`src/rtl/ram_write_mc_if.sv`:
```
// Avalon-MM slave port plus external RAM write port of the waveform-RAM writer.
interface ram_write_mc_if #(
    parameter int ADDR_W = 12,
    parameter int DATA_W = 12,
    parameter int CH_N   = 2
);
    logic              avs_chipselect;
    logic [2:0]        avs_address;
    logic              avs_write;
    logic [31:0]       avs_writedata;
    logic              avs_read;
    logic [31:0]       avs_readdata;
    logic              avs_waitrequest;
    logic [ADDR_W-1:0] coe_ram_addr;
    logic [DATA_W-1:0] coe_ram_data;
    logic [CH_N-1:0]   coe_ram_we;

    modport slave (
        input  avs_chipselect, avs_address, avs_write, avs_writedata, avs_read,
        output avs_readdata, avs_waitrequest,
        output coe_ram_addr, coe_ram_data, coe_ram_we
    );

    modport master (
        output avs_chipselect, avs_address, avs_write, avs_writedata, avs_read,
        input  avs_readdata, avs_waitrequest,
        input  coe_ram_addr, coe_ram_data, coe_ram_we
    );
endinterface

```
`src/rtl/ram_write_mc.sv`:
```
// Multi-channel waveform-RAM writer: CPU data writes with auto-incrementing pointer,
// per-channel or broadcast enables, and a hardware fill engine.
//
// state  | meaning
// S_IDLE | CPU DATA writes accepted; FILL write starts the engine
// S_FILL | one RAM write per cycle at PTR until the remaining count hits 0
module ram_write_mc #(
    parameter int ADDR_W = 12,
    parameter int DATA_W = 12,
    parameter int CH_N   = 2
) (
    input  logic          csi_clk,
    input  logic          csi_reset,
    ram_write_mc_if.slave bus
);
    typedef enum logic {S_IDLE, S_FILL} state_t;

    localparam logic [2:0] A_DATA   = 3'd0;
    localparam logic [2:0] A_PTR    = 3'd1;
    localparam logic [2:0] A_CTRL   = 3'd2;
    localparam logic [2:0] A_COUNT  = 3'd3;
    localparam logic [2:0] A_FILL   = 3'd4;
    localparam logic [2:0] A_STATUS = 3'd5;

    localparam logic [3:0]        CH_N_L  = 4'(CH_N);
    localparam logic [CH_N-1:0]   WE_ONE  = CH_N'(1);
    localparam logic [ADDR_W-1:0] PTR_ONE = ADDR_W'(1);
    localparam logic [ADDR_W:0]   CNT_ONE = (ADDR_W+1)'(1);

    state_t            state;
    logic [ADDR_W-1:0] ptr;
    logic [ADDR_W:0]   count;
    logic [ADDR_W:0]   remain;
    logic [2:0]        ch;
    logic              autoinc;
    logic              bcast;
    logic              done;
    logic [DATA_W-1:0] fill_val;

    logic              busy;
    logic              wr_req;
    logic              wr_acc;
    logic              rd_acc;
    logic              ctrl_wr;
    logic              abort;
    logic [CH_N-1:0]   we_mask;
    logic [31:0]       rd_mux;
    logic              unused_wd;

    assign busy    = (state == S_FILL);
    assign wr_req  = bus.avs_chipselect & bus.avs_write;
    assign bus.avs_waitrequest = busy & wr_req & (bus.avs_address != A_CTRL);
    assign wr_acc  = wr_req & ~bus.avs_waitrequest;
    assign rd_acc  = bus.avs_chipselect & bus.avs_read;
    assign ctrl_wr = wr_acc & (bus.avs_address == A_CTRL);
    assign abort   = ctrl_wr & bus.avs_writedata[31];
    assign we_mask = bcast ? {CH_N{1'b1}} : (WE_ONE << ch);
    assign unused_wd = ^bus.avs_writedata;

    always_comb begin
        rd_mux = '0;
        case (bus.avs_address)
            A_PTR:   rd_mux[ADDR_W-1:0] = ptr;
            A_CTRL: begin
                rd_mux[2:0] = ch;
                rd_mux[8]   = autoinc;
                rd_mux[9]   = bcast;
            end
            A_COUNT: rd_mux[ADDR_W:0] = count;
            A_STATUS: begin
                rd_mux[0]             = busy;
                rd_mux[1]             = done;
                rd_mux[ADDR_W+15:16]  = ptr;
            end
            default: ;
        endcase
    end

    always_ff @(posedge csi_clk or posedge csi_reset) begin
        if (csi_reset) begin
            state            <= S_IDLE;
            ptr              <= '0;
            count            <= '0;
            remain           <= '0;
            ch               <= '0;
            autoinc          <= 1'b1;
            bcast            <= 1'b0;
            done             <= 1'b0;
            fill_val         <= '0;
            bus.avs_readdata <= '0;
            bus.coe_ram_addr <= '0;
            bus.coe_ram_data <= '0;
            bus.coe_ram_we   <= '0;
        end else begin
            bus.coe_ram_we <= '0;

            if (rd_acc) begin
                bus.avs_readdata <= rd_mux;
                if (bus.avs_address == A_STATUS) begin
                    done <= 1'b0;
                end
            end

            if (ctrl_wr) begin
                if ({1'b0, bus.avs_writedata[2:0]} < CH_N_L) begin
                    ch <= bus.avs_writedata[2:0];
                end
                autoinc <= bus.avs_writedata[8];
                bcast   <= bus.avs_writedata[9];
            end

            case (state)
                S_IDLE: begin
                    if (wr_acc) begin
                        case (bus.avs_address)
                            A_DATA: begin
                                bus.coe_ram_we   <= we_mask;
                                bus.coe_ram_addr <= ptr;
                                bus.coe_ram_data <= bus.avs_writedata[DATA_W-1:0];
                                if (autoinc) begin
                                    ptr <= ptr + PTR_ONE;
                                end
                            end
                            A_PTR:   ptr   <= bus.avs_writedata[ADDR_W-1:0];
                            A_COUNT: count <= bus.avs_writedata[ADDR_W:0];
                            A_FILL: begin
                                fill_val <= bus.avs_writedata[DATA_W-1:0];
                                if (count != '0) begin
                                    // first fill word goes out on the accepting edge
                                    state            <= S_FILL;
                                    bus.coe_ram_we   <= we_mask;
                                    bus.coe_ram_addr <= ptr;
                                    bus.coe_ram_data <= bus.avs_writedata[DATA_W-1:0];
                                    ptr              <= ptr + PTR_ONE;
                                    remain           <= count - CNT_ONE;
                                    done             <= 1'b0;
                                end else begin
                                    done <= 1'b1;
                                end
                            end
                            default: ;
                        endcase
                    end
                end
                S_FILL: begin
                    if (abort) begin
                        state <= S_IDLE;
                    end else if (remain != '0) begin
                        bus.coe_ram_we   <= we_mask;
                        bus.coe_ram_addr <= ptr;
                        bus.coe_ram_data <= fill_val;
                        ptr              <= ptr + PTR_ONE;
                        remain           <= remain - CNT_ONE;
                    end else begin
                        // completion overrides a same-cycle STATUS read clear
                        state <= S_IDLE;
                        done  <= 1'b1;
                    end
                end
                default: state <= S_IDLE;
            endcase
        end
    end
endmodule

```
`src/flat_wrapper.sv`:
```
// flat-port wrapper written by rule: the top's interface ports become plain ports
module ram_write_mc_flat 
#(
    parameter int ADDR_W = 12,
    parameter int DATA_W = 12,
    parameter int CH_N   = 2
)
  (csi_clk, csi_reset, bus_avs_chipselect, bus_avs_address, bus_avs_write, bus_avs_writedata, bus_avs_read, bus_avs_readdata, bus_avs_waitrequest, bus_coe_ram_addr, bus_coe_ram_data, bus_coe_ram_we);
  ram_write_mc_if #(.ADDR_W(ADDR_W), .DATA_W(DATA_W), .CH_N(CH_N)) bus_i ();
  input  logic csi_clk;
  input  logic csi_reset;
  input wire logic [$bits(bus_i.avs_chipselect)-1:0] bus_avs_chipselect;
  input wire logic [$bits(bus_i.avs_address)-1:0] bus_avs_address;
  input wire logic [$bits(bus_i.avs_write)-1:0] bus_avs_write;
  input wire logic [$bits(bus_i.avs_writedata)-1:0] bus_avs_writedata;
  input wire logic [$bits(bus_i.avs_read)-1:0] bus_avs_read;
  output wire logic [$bits(bus_i.avs_readdata)-1:0] bus_avs_readdata;
  output wire logic [$bits(bus_i.avs_waitrequest)-1:0] bus_avs_waitrequest;
  output wire logic [$bits(bus_i.coe_ram_addr)-1:0] bus_coe_ram_addr;
  output wire logic [$bits(bus_i.coe_ram_data)-1:0] bus_coe_ram_data;
  output wire logic [$bits(bus_i.coe_ram_we)-1:0] bus_coe_ram_we;
  assign bus_i.avs_chipselect = bus_avs_chipselect;
  assign bus_i.avs_address = bus_avs_address;
  assign bus_i.avs_write = bus_avs_write;
  assign bus_i.avs_writedata = bus_avs_writedata;
  assign bus_i.avs_read = bus_avs_read;
  assign bus_avs_readdata = bus_i.avs_readdata;
  assign bus_avs_waitrequest = bus_i.avs_waitrequest;
  assign bus_coe_ram_addr = bus_i.coe_ram_addr;
  assign bus_coe_ram_data = bus_i.coe_ram_data;
  assign bus_coe_ram_we = bus_i.coe_ram_we;
  ram_write_mc #(.ADDR_W(ADDR_W), .DATA_W(DATA_W), .CH_N(CH_N)) u_core (.csi_clk(csi_clk), .csi_reset(csi_reset), .bus(bus_i));
endmodule
```
`config.mk`:
```
export PLATFORM = sky130hd
export DESIGN_NAME = ram_write_mc_flat
export DESIGN_NICKNAME = d
export VERILOG_FILES = /design/src/rtl/ram_write_mc_if.sv /design/src/rtl/ram_write_mc.sv /design/src/flat_wrapper.sv
export SDC_FILE = /design/constraint.sdc
export NUM_CORES = 1
export LEC_CHECK = 0
export ABC_AREA = 1
export BUFFER_PORTS_ARGS = -buffer_cell sky130_fd_sc_hd__buf_2
export CAP_MARGIN = 15
export CORE_UTILIZATION = 60
export CTS_CLUSTER_SIZE = 28
export DETAILED_ROUTE_END_ITERATION = 7
export PLACE_DENSITY = 0.83
export SYNTH_ARGS = -nofsm -noshare
export SYNTH_HDL_FRONTEND = slang
export SYNTH_SLANG_ARGS = --single-unit
```
`constraint.sdc`:
```
create_clock -name csi_clk -period 7.6 [get_ports csi_clk]
set_input_delay 0.38 -clock csi_clk [delete_from_list [all_inputs] [get_ports csi_clk]]
set_output_delay 0.38 -clock csi_clk [all_outputs]
set_load 0.005 [all_outputs]
```
Yosys cells after proc, flatten, opt, wreduce, memory -nomap -nowiden
Cells that the tools add are included.
{ "classes": {"n_addsub": 3, "mul": 0, "div": 0, "order_cmp": 1, "eq_ne": 15, "shift": 1, "muxes": 53, "bitwise": 9, "n_reduce_logical": 9} }
{ "ops": {"columns": ["cell", "n"], "rows": [
  ["$mux W12", 14],
  ["$pmux W12 S2", 5],
  ["$mux W13", 5],
  ["$pmux W12 S3", 1],
  ["$pmux W13 S2", 1],
  ["$reduce_bool A13 Y1", 2],
  ["$sub A13 B1 Y13 const B", 2],
  ["$mux W1", 13],
  ["$add A12 B1 Y12 const B", 1],
  ["$pmux W2 S2", 3],
  ["$mux W2", 5],
  ["$pmux W5 S2", 1],
  ["$reduce_and A5 Y1", 2],
  ["$ne A3 B2 Y1 const B", 3],
  ["$pmux W2 S4", 1],
  ["$and A1 B1 Y1", 7],
  ["$eq A3 B2 Y1 const B", 2],
  ["$eq A3 B3 Y1 const B", 2],
  ["$ne A2 B2 Y1 const B", 3],
  ["$pmux W2 S3", 1],
  ["$reduce_and A3 Y1", 2],
  ["$reduce_and A6 Y1", 1],
  ["$ne A2 B1 Y1 const B", 2],
  ["$ne A4 B4 Y1 const B", 1],
  ["other kinds (9)", 11]
]} }
{ "word_totals": {"regBits": 108, "latch_bits": 0, "ram_bits": 0, "rom_bits": 0, "inputBits": 40, "out_inout_bits": 59, "memories": 0} }

Longest topological paths before layout
Gate-level depths: netlist of run 1.
{ "depth": {"depth_word": 9, "mapped_depth": 10} }

Least setup slack after synthesis of run 1
No wires, ideal clock.
{ "synth_path": {"path_kind": "reg-to-reg", "start": "reg u_core.state (netlist: u_core.busy)", "end": "reg u_core.remain[10]", "arrival_time_ps": 1463, "required_ps": 7483, "slack_ps": 6020, "stages_incl_launch_ff": 9, "path_buffers": 1, "period_less_slack_ps": 1580, "cell_sequence": "dfrtp_1 -> buf_4 -> o21ai_1 -> ha_1 -> nand3_2 -> nor2_2 -> nand3_1 -> nand3_1 -> nand2_1"} }
{ "synth_between": {"elab_chain_cells": 8} }
{ "synth_lines": {"columns": ["element", "line", "rtl"], "rows": [
  ["start: declaration", "ram_write_mc.sv:30", "state_t state;"],
  ["start signal: assignment", "ram_write_mc.sv:81", "state <= S_IDLE;"],
  ["start signal: assignment", "ram_write_mc.sv:130", "state <= S_FILL;"],
  ["start signal: assignment", "ram_write_mc.sv:147", "state <= S_IDLE;"],
  ["$and A1 B1 Y1 (2 in a row)", "ram_write_mc.sv:52", "assign bus.avs_waitrequest = busy & wr_req & (bus.avs_address != A_CTRL);"],
  ["$not A1 Y1", "ram_write_mc.sv:53", "assign wr_acc = wr_req & ~bus.avs_waitrequest;"],
  ["$and A1 B1 Y1", "ram_write_mc.sv:53", null],
  ["$and A1 B1 Y1", "ram_write_mc.sv:55", "assign ctrl_wr = wr_acc & (bus.avs_address == A_CTRL);"],
  ["$and A1 B1 Y1", "ram_write_mc.sv:56", "assign abort = ctrl_wr & bus.avs_writedata[31];"],
  ["$ne A2 B2 Y1 (no source line)", null, null],
  ["$reduce_and A5 Y1 (no source line)", null, null],
  ["end signal: assignment", "ram_write_mc.sv:135", "remain <= count - CNT_ONE;"],
  ["end signal: assignment", "ram_write_mc.sv:153", "remain <= remain - CNT_ONE;"],
  ["end: declaration", "ram_write_mc.sv:33", "logic [ADDR_W:0] remain;"]
]} }
Several ways; a longest one is shown, not always the timed one.
A chain may end at the register's enable or synchronous reset.

Final worst setup path of run 1
{ "layout_path": {"start": "reg u_core.state (netlist: u_core.busy)", "end": "reg u_core.fill_val[0]"} }
{ "layout_between": {"elab_chain_cells": 5} }
{ "layout_lines": {"columns": ["element", "line", "rtl"], "rows": [
  ["$and A1 B1 Y1 (2 in a row)", "ram_write_mc.sv:52", null],
  ["$not A1 Y1", "ram_write_mc.sv:53", null],
  ["$and A1 B1 Y1", "ram_write_mc.sv:53", null],
  ["$reduce_and A3 Y1 (no source line) (*)", null, null],
  ["end signal: assignment", "ram_write_mc.sv:127", "fill_val <= bus.avs_writedata[DATA_W-1:0];"],
  ["end: declaration", "ram_write_mc.sv:38", "logic [DATA_W-1:0] fill_val;"]
]} }
Mark *: on every way between the ends. The rest lies on a longest branch, timed or not.

==> results of run 1 <==
stage by stage:
step | util (%) | setup WS (ps) | std cells | hold slack (ps)
after floorplan | - | 4380 | 736 | 449
after global placement | 66.1 | 5250 | 884 | 453
after detailed placement | 66.1 | 5190 | 884 | 453
after CTS | 68.4 | 5170 | 900 | 145
after global routing | 68.4 | 4930 | 900 | 193
final | 68.4 | 5120 | 900 | 118
power groups by stage:
stage | registers [µW] | clock network, µW | logic [µW]
2_1_floorplan | 890 | 0 | 667
3_3_place_gp | 943 | 0 | 809
3_5_place_dp | 952 | 0 | 847
4_1_cts | 940 | 358 | 848
5_1_grt | 971 | 378 | 977
6_report | 949 | 352 | 852
sequential cells by signal, indices dropped and copies added, names as in the netlist, 2 cells and up:
register	cells
u_core.bus.avs_readdata	25
u_core.bus.coe_ram_addr	12
u_core.bus.coe_ram_data	12
u_core.bus.coe_ram_we	2
u_core.ch	3
u_core.count	13
u_core.fill_val	12
u_core.ptr	12
u_core.remain	13
cell families (layout without fill, tap and decap cells):
group	count (synthesis)	in the layout
simple gates	411	411
flops	108	108
buf+inv	107	163
other cells	1	7
xor+xnor	2	2
compound gates	99	99
fa+ha+maj	2	2
path summary, 6_finish.rpt:
kind / startpoint / endpoint / slack, ps / cells past startpoint
worst max register to register: u_core.busy / u_core.fill_val[0] / 5120 / 6
max in group asynchronous: csi_reset / u_core.count[7] / 6330 / 3
min in group csi_clk: bus_avs_writedata[12] / u_core.count[12] / 290 / 3
worst min-delay path: csi_reset / u_core.bus.avs_readdata[4] / 120 / 2
worst min register to register: u_core.bus.coe_ram_data[1] / u_core.bus.coe_ram_data[1] / 480 / 2
worst max-delay path: u_core.busy / u_core.fill_val[0] / 5120 / 6
critical path: stages, from the launching register on:
cell	delay, ps
dfrtp_1	760
buf_4	420
inv_2	170
nand2_1	120
inv_1	80
nand2_1	550
o21ai_0	230
metal layers:
metal / global-route usage (%) / up-vias / wire length, µm
li1: - / 2396 / -
met1: 42.8 / 2312 / 5990
met2: 45.0 / 227 / 6100
met3: 4.89 / 25 / 1080
met4: 10.2 / 0 / 248
met5: 0 / - / 0
final cells by class:
| class | count | area, µm² |
|---|---|---|
| Tap cell | 108 | 135 |
| Inverter | 72 | 278 |
| Sequential cell | 108 | 2700 |
| Clock inverter | 7 | 76.3 |
| Fill cell | 730 | 2770 |
| Clock buffer | 9 | 124 |
| Timing Repair Buffer | 75 | 380 |
| Multi-Input combinational cell | 521 | 2300 |
placed cells by master, fill, tap and decap left out, drive strengths merged:
cell,netlist,final
o21ai,81,81
ha,2,2
o211ai,1,1
nand3b,1,1
dfstp,1,1
nor3,1,1
clkbuf,7,9
o2111ai,2,2
buf,28,75
a21oi,6,6
nand4,11,11
inv,70,73
conb,1,7
xor2,2,2
nor2,45,45
nand2,304,304
nand3,47,47
clkinv,2,6
a31oi,8,8
o31ai,1,1
dfrtp,107,107
or2,2,2
==> impl_metrics.tcl, run 1 <==
set metrics [dict create \
    hold_path_class "in2async" \
    grt_pass1_vias 4593 \
    clk_latency_ps 370 \
    hold_viol_final 0 \
    drtAntennaViolNets 0 \
    power_switching_uw 962 \
    cp-end-kind "flip-flop" \
    syn_inst 730 \
    p_per_area_mw_per_mm2 359 \
    die_h_um 97.4 \
    setup_tns_ps 0 \
    comb_power_share_pct 39.6 \
    power.leakage_uw 0.00324 \
    seq_power_share_pct 44.1 \
    yosysMostFrequentCell "nand2_1" \
    grt_pass1_wl_um 22300 \
    vias 4960 \
    p_int_uw 1190 \
    period_share_pct 32.6 \
    cap_violations 0 \
    synth_cell_type_count 34 \
    vias_per_cell 5.51 \
    overflow 0 \
    synthTopCellsByArea "dfrtp_1 (49%), nand2_1 (21%), o21ai_0 (6.6%)" \
    io_buffers 73 \
    gp_congestion 0.905 \
    n_antenna_cell 0 \
    grt_max_degree 60 \
    wirelength_um 13400 \
    fin_area_mm2 0.00599 \
    cts.htree.levels 3 \
    dpl-instance-area_mm2 0.00579 \
    finalNetCount 829 \
    fin_crit_ps 2480 \
    ys.flop_type "dfrtp_1" \
    cp-start-kind "flip-flop" \
    synth-xor-area-share_pct 0.321 \
    p_sw_share_pct 44.7 \
    synthMuxAreaShare_pct 0 \
    firstDrtPassIters 5 \
    synth-seq-area-share_pct 49.6 \
    cts_tree "done" \
    syn_area_mm2 0.00546 \
    synth_seq_cells 108 \
    rsz0062_at_grt "false" \
    synth_compound_gate_area_share_pct 9.79 \
    dieWidth_um 97.4 \
    post_cts_resized 0 \
    outcome "finished clean" \
    worstPathRequired_ps 7810 \
    synth_edf_count 0 \
    numCtsBuffers 9 \
    grt_usage_pct 29.4 \
    die-area_mm2 0.00948 \
    rows 34 \
    peakVddDrop_mv 0.185 \
    synth_fa_ha_area_share_pct 0.459 \
    drt_iter0_markers 463 \
    cts_sinks 108 \
    routedWlPerCell_um 14.9 \
    yosysWarningCount 0 \
    setup_violations 0 \
    syn_avg_cell_area_um2 7.47 \
    netlist.top_cell.by_area "dfrtp_1" \
    slew_viol_final 0 \
    initial_core_util_pct 62.3 \
    finClkSkew_ps 16.4 \
    core_area_mm2 0.00876 \
    crit_arrival_ps 2690 \
    power_uw 2150 \
    fmax_mhz 403 \
    drcViolationCount 0 \
    root_buffer "clkbuf_8" \
    yosys.area_share.simple_pct 31.0 \
    synth_top_family_by_area "simple AND/OR/NAND/NOR gates" \
    crit_type "reg2reg" \
    synthTopCellsByCount "nand2_1 (301), dfrtp_1 (107), o21ai_0 (72), inv_1 (65), nand3_1 (42)" \
    cts_setup_buffers 0 \
    critical_path.max_fanout 30 \
    antenna_found_initial 0 \
    clk_pin_slew_ps 120 \
    worst_slew_pin_slew_ps 738 \
    dp_hpwl_um 9750 \
    clockBufferDepth 2 \
    clockPowerShare_pct 16.3 \
    io-pin-count 99 \
    synth_top_area_share_pct 49.1 \
    area_growth_pct 9.86 \
    slew_headroom_pct 50.6 \
    async_reset_ff_share_pct 100 \
    cts_hold_buf 0 \
    layout-drive-gt1-share_pct 14.8 \
]
No activity file was read; power rests on OpenSTA's default activity.
==> run 2, diff against run 1 <==
CORE_UTILIZATION = 56   (was 60)
PLACE_DENSITY = 0.78   (was 0.83)
clock period = 2.3 ns   (was 7.6 ns; I/O delays follow)
==> run 2 against run 1 <==
  * Fmax up 30%
  * Global-route usage down 0.71 points
  * Count of clock-buffer cells in the layout unchanged
  * Non-clock buffer count up 12
  * Die area up 7.0%
  * Critical path type unchanged
==> impl_metrics.tcl, run 2 (synthesized netlist as in run 1, its figures left out) <==
set metrics [dict create \
    nFillCells 847 \
    clockBufferDepth 2 \
    n_antenna_cell 0 \
    crit_arrival_ps 2170 \
    power.leakage_uw 0.00329 \
    outcome "finished clean" \
    layout_commonest_cell "nand2_1" \
    dieWidth_um 101 \
    gp_congestion 0.978 \
    drt_iter0_markers 439 \
    r2r_cells 8 \
    cts_sinks 108 \
    layout-drive-gt1-share_pct 15.8 \
    cp-end-kind "flip-flop" \
    root_buffer "clkbuf_8" \
    placed_cells 915 \
    crit_type "reg2reg" \
    dp_hpwl_um 10100 \
    grt_max_degree 58 \
    fin_crit_ps 1910 \
    rsz0062_at_grt "false" \
    peakVddDrop_mv 0.691 \
    finClkSkew_ps 20.5 \
    io-pin-count 99 \
    wirelength_um 13600 \
    firstDrtPassIters 5 \
    clk_pin_slew_ps 120 \
    largest_register_ffs 25 \
    drcViolationCount 0 \
    slew_headroom_pct 59.4 \
    layout_common_cells "nand2_1 (301), dfrtp_1 (107), buf_2 (73), o21ai_0 (72), inv_1 (64)" \
    cp-start-kind "flip-flop" \
    setup_violations 0 \
    cap_violations 0 \
    hold_path_class "in2reg" \
    initial_core_util_pct 58.5 \
    cts_tree "done" \
    dpl-instance-area_mm2 0.00591 \
    final_cells 933 \
    slew_viol_final 0 \
    cts.htree.levels 3 \
    overflow 0 \
    reg_top3 "u_core.bus.avs_readdata (25), u_core.count (13), u_core.remain (13)" \
    hold_viol_final 0 \
    min_path_cells 5 \
    clk_latency_ps 380 \
    setup_tns_ps 0 \
    area_growth_pct 12.4 \
    antenna_found_initial 0 \
    die-area_mm2 0.0101 \
    finalNetCount 841 \
    seq_area_mm2 0.00270 \
    worstPathRequired_ps 2560 \
    rows 35 \
    core_area_mm2 0.00933 \
    routedWlPerCell_um 14.5 \
    multi_input_area_mm2 0.00230 \
    worst_slew_pin_slew_ps 607 \
    hold_slack_ps 85.2 \
    grt_usage_pct 28.7 \
    fin_area_mm2 0.00613 \
    period_share_pct 83.0 \
    numCtsBuffers 9 \
    vias_per_cell 5.35 \
    vias 4994 \
    drtAntennaViolNets 0 \
    post_cts_resized 0 \
    fmax_mhz 524 \
    critical_path.max_fanout 15 \
    io_buffers 73 \
    grt_pass1_vias 4609 \
    top_register "u_core.bus.avs_readdata" \
    p_per_area_mw_per_mm2 1170 \
    grt_pass1_wl_um 22300 \
    die_h_um 101 \
]
run 2: cell count changes in the layout (fill, tap and decap cells not counted):
| cell | change |
|---|---|
| buf_4 | +9 |
| clkinv_4 | -3 |
| clkinvlp_4 | +2 |
| dlygate4sd3_1 | +2 |
| inv_6 | +2 |
| buf_12 | +1 |
| clkinv_8 | +1 |
| inv_4 | -1 |
| inv_8 | -1 |
run 2: final cells by class:
type	count	area share [%]
Clock inverter	7	1.31
Clock buffer	9	2.02
Sequential cell	108	44.1
Tap cell	129	2.63
Multi-Input combinational cell	521	37.5
Timing Repair Buffer	87	7.96
Inverter	72	4.55
run 2: worst paths after layout:
| kind | start | to | slack, ps |
|---|---|---|---|
| max | u_core.busy | u_core.remain[4] | 390 |
| min | bus_avs_writedata[5] | u_core.ptr[5] | 90 |
| max reg2reg | u_core.busy | u_core.remain[4] | 390 |
| min reg2reg | u_core.bus.coe_ram_data[10] | u_core.bus.coe_ram_data[10] | 480 |
| max in group asynchronous | csi_reset | u_core.bus.avs_readdata[0] | 1280 |
| min in group asynchronous | csi_reset | u_core.remain[2] | 260 |
run 2: layer usage:
layer  up-vias  part of all wire (%)  global-route usage [%]
li1       2423                     -                       -
met1      2325                    46                    42.2
met2       222                    44                    44.4
met3        24                   7.3                    3.26
met4         0                   1.8                    9.92
met5         -                     0                       0
run 2: timing repair:
action / CTS / global route
endpoints found under the hold margin: 15 / 0
setup buffers: 0 / 0
hold buffers: 2 / 0
run 2: metrics by stage:
stage / setup WS [ps] / power, µW / util [%]
floorplan: 720 / 5150 / -
global route: 252 / 7770 / 65.8
detailed placement: 449 / 6010 / 63.4
finish: 391 / 7190 / 65.8
CTS: 430 / 7180 / 65.8
global placement: 479 / 5880 / 63.4
run 2: worst max-delay path: stages (launching register included):
cell,delay [ps]
dfrtp_1,530
inv_2,240
nand2_1,110
inv_1,120
nand3_1,130
nand2_2,290
inv_2,190
nand2_1,90
o21ai_0,90
run 2: where the power goes:
| group | internal [µW] | total [µW] | switching (µW) |
|---|---|---|---|
| sequential | 2530 | 3100 | 576 |
| combinational | 1030 | 2910 | 1880 |
| clock | 436 | 1180 | 740 |
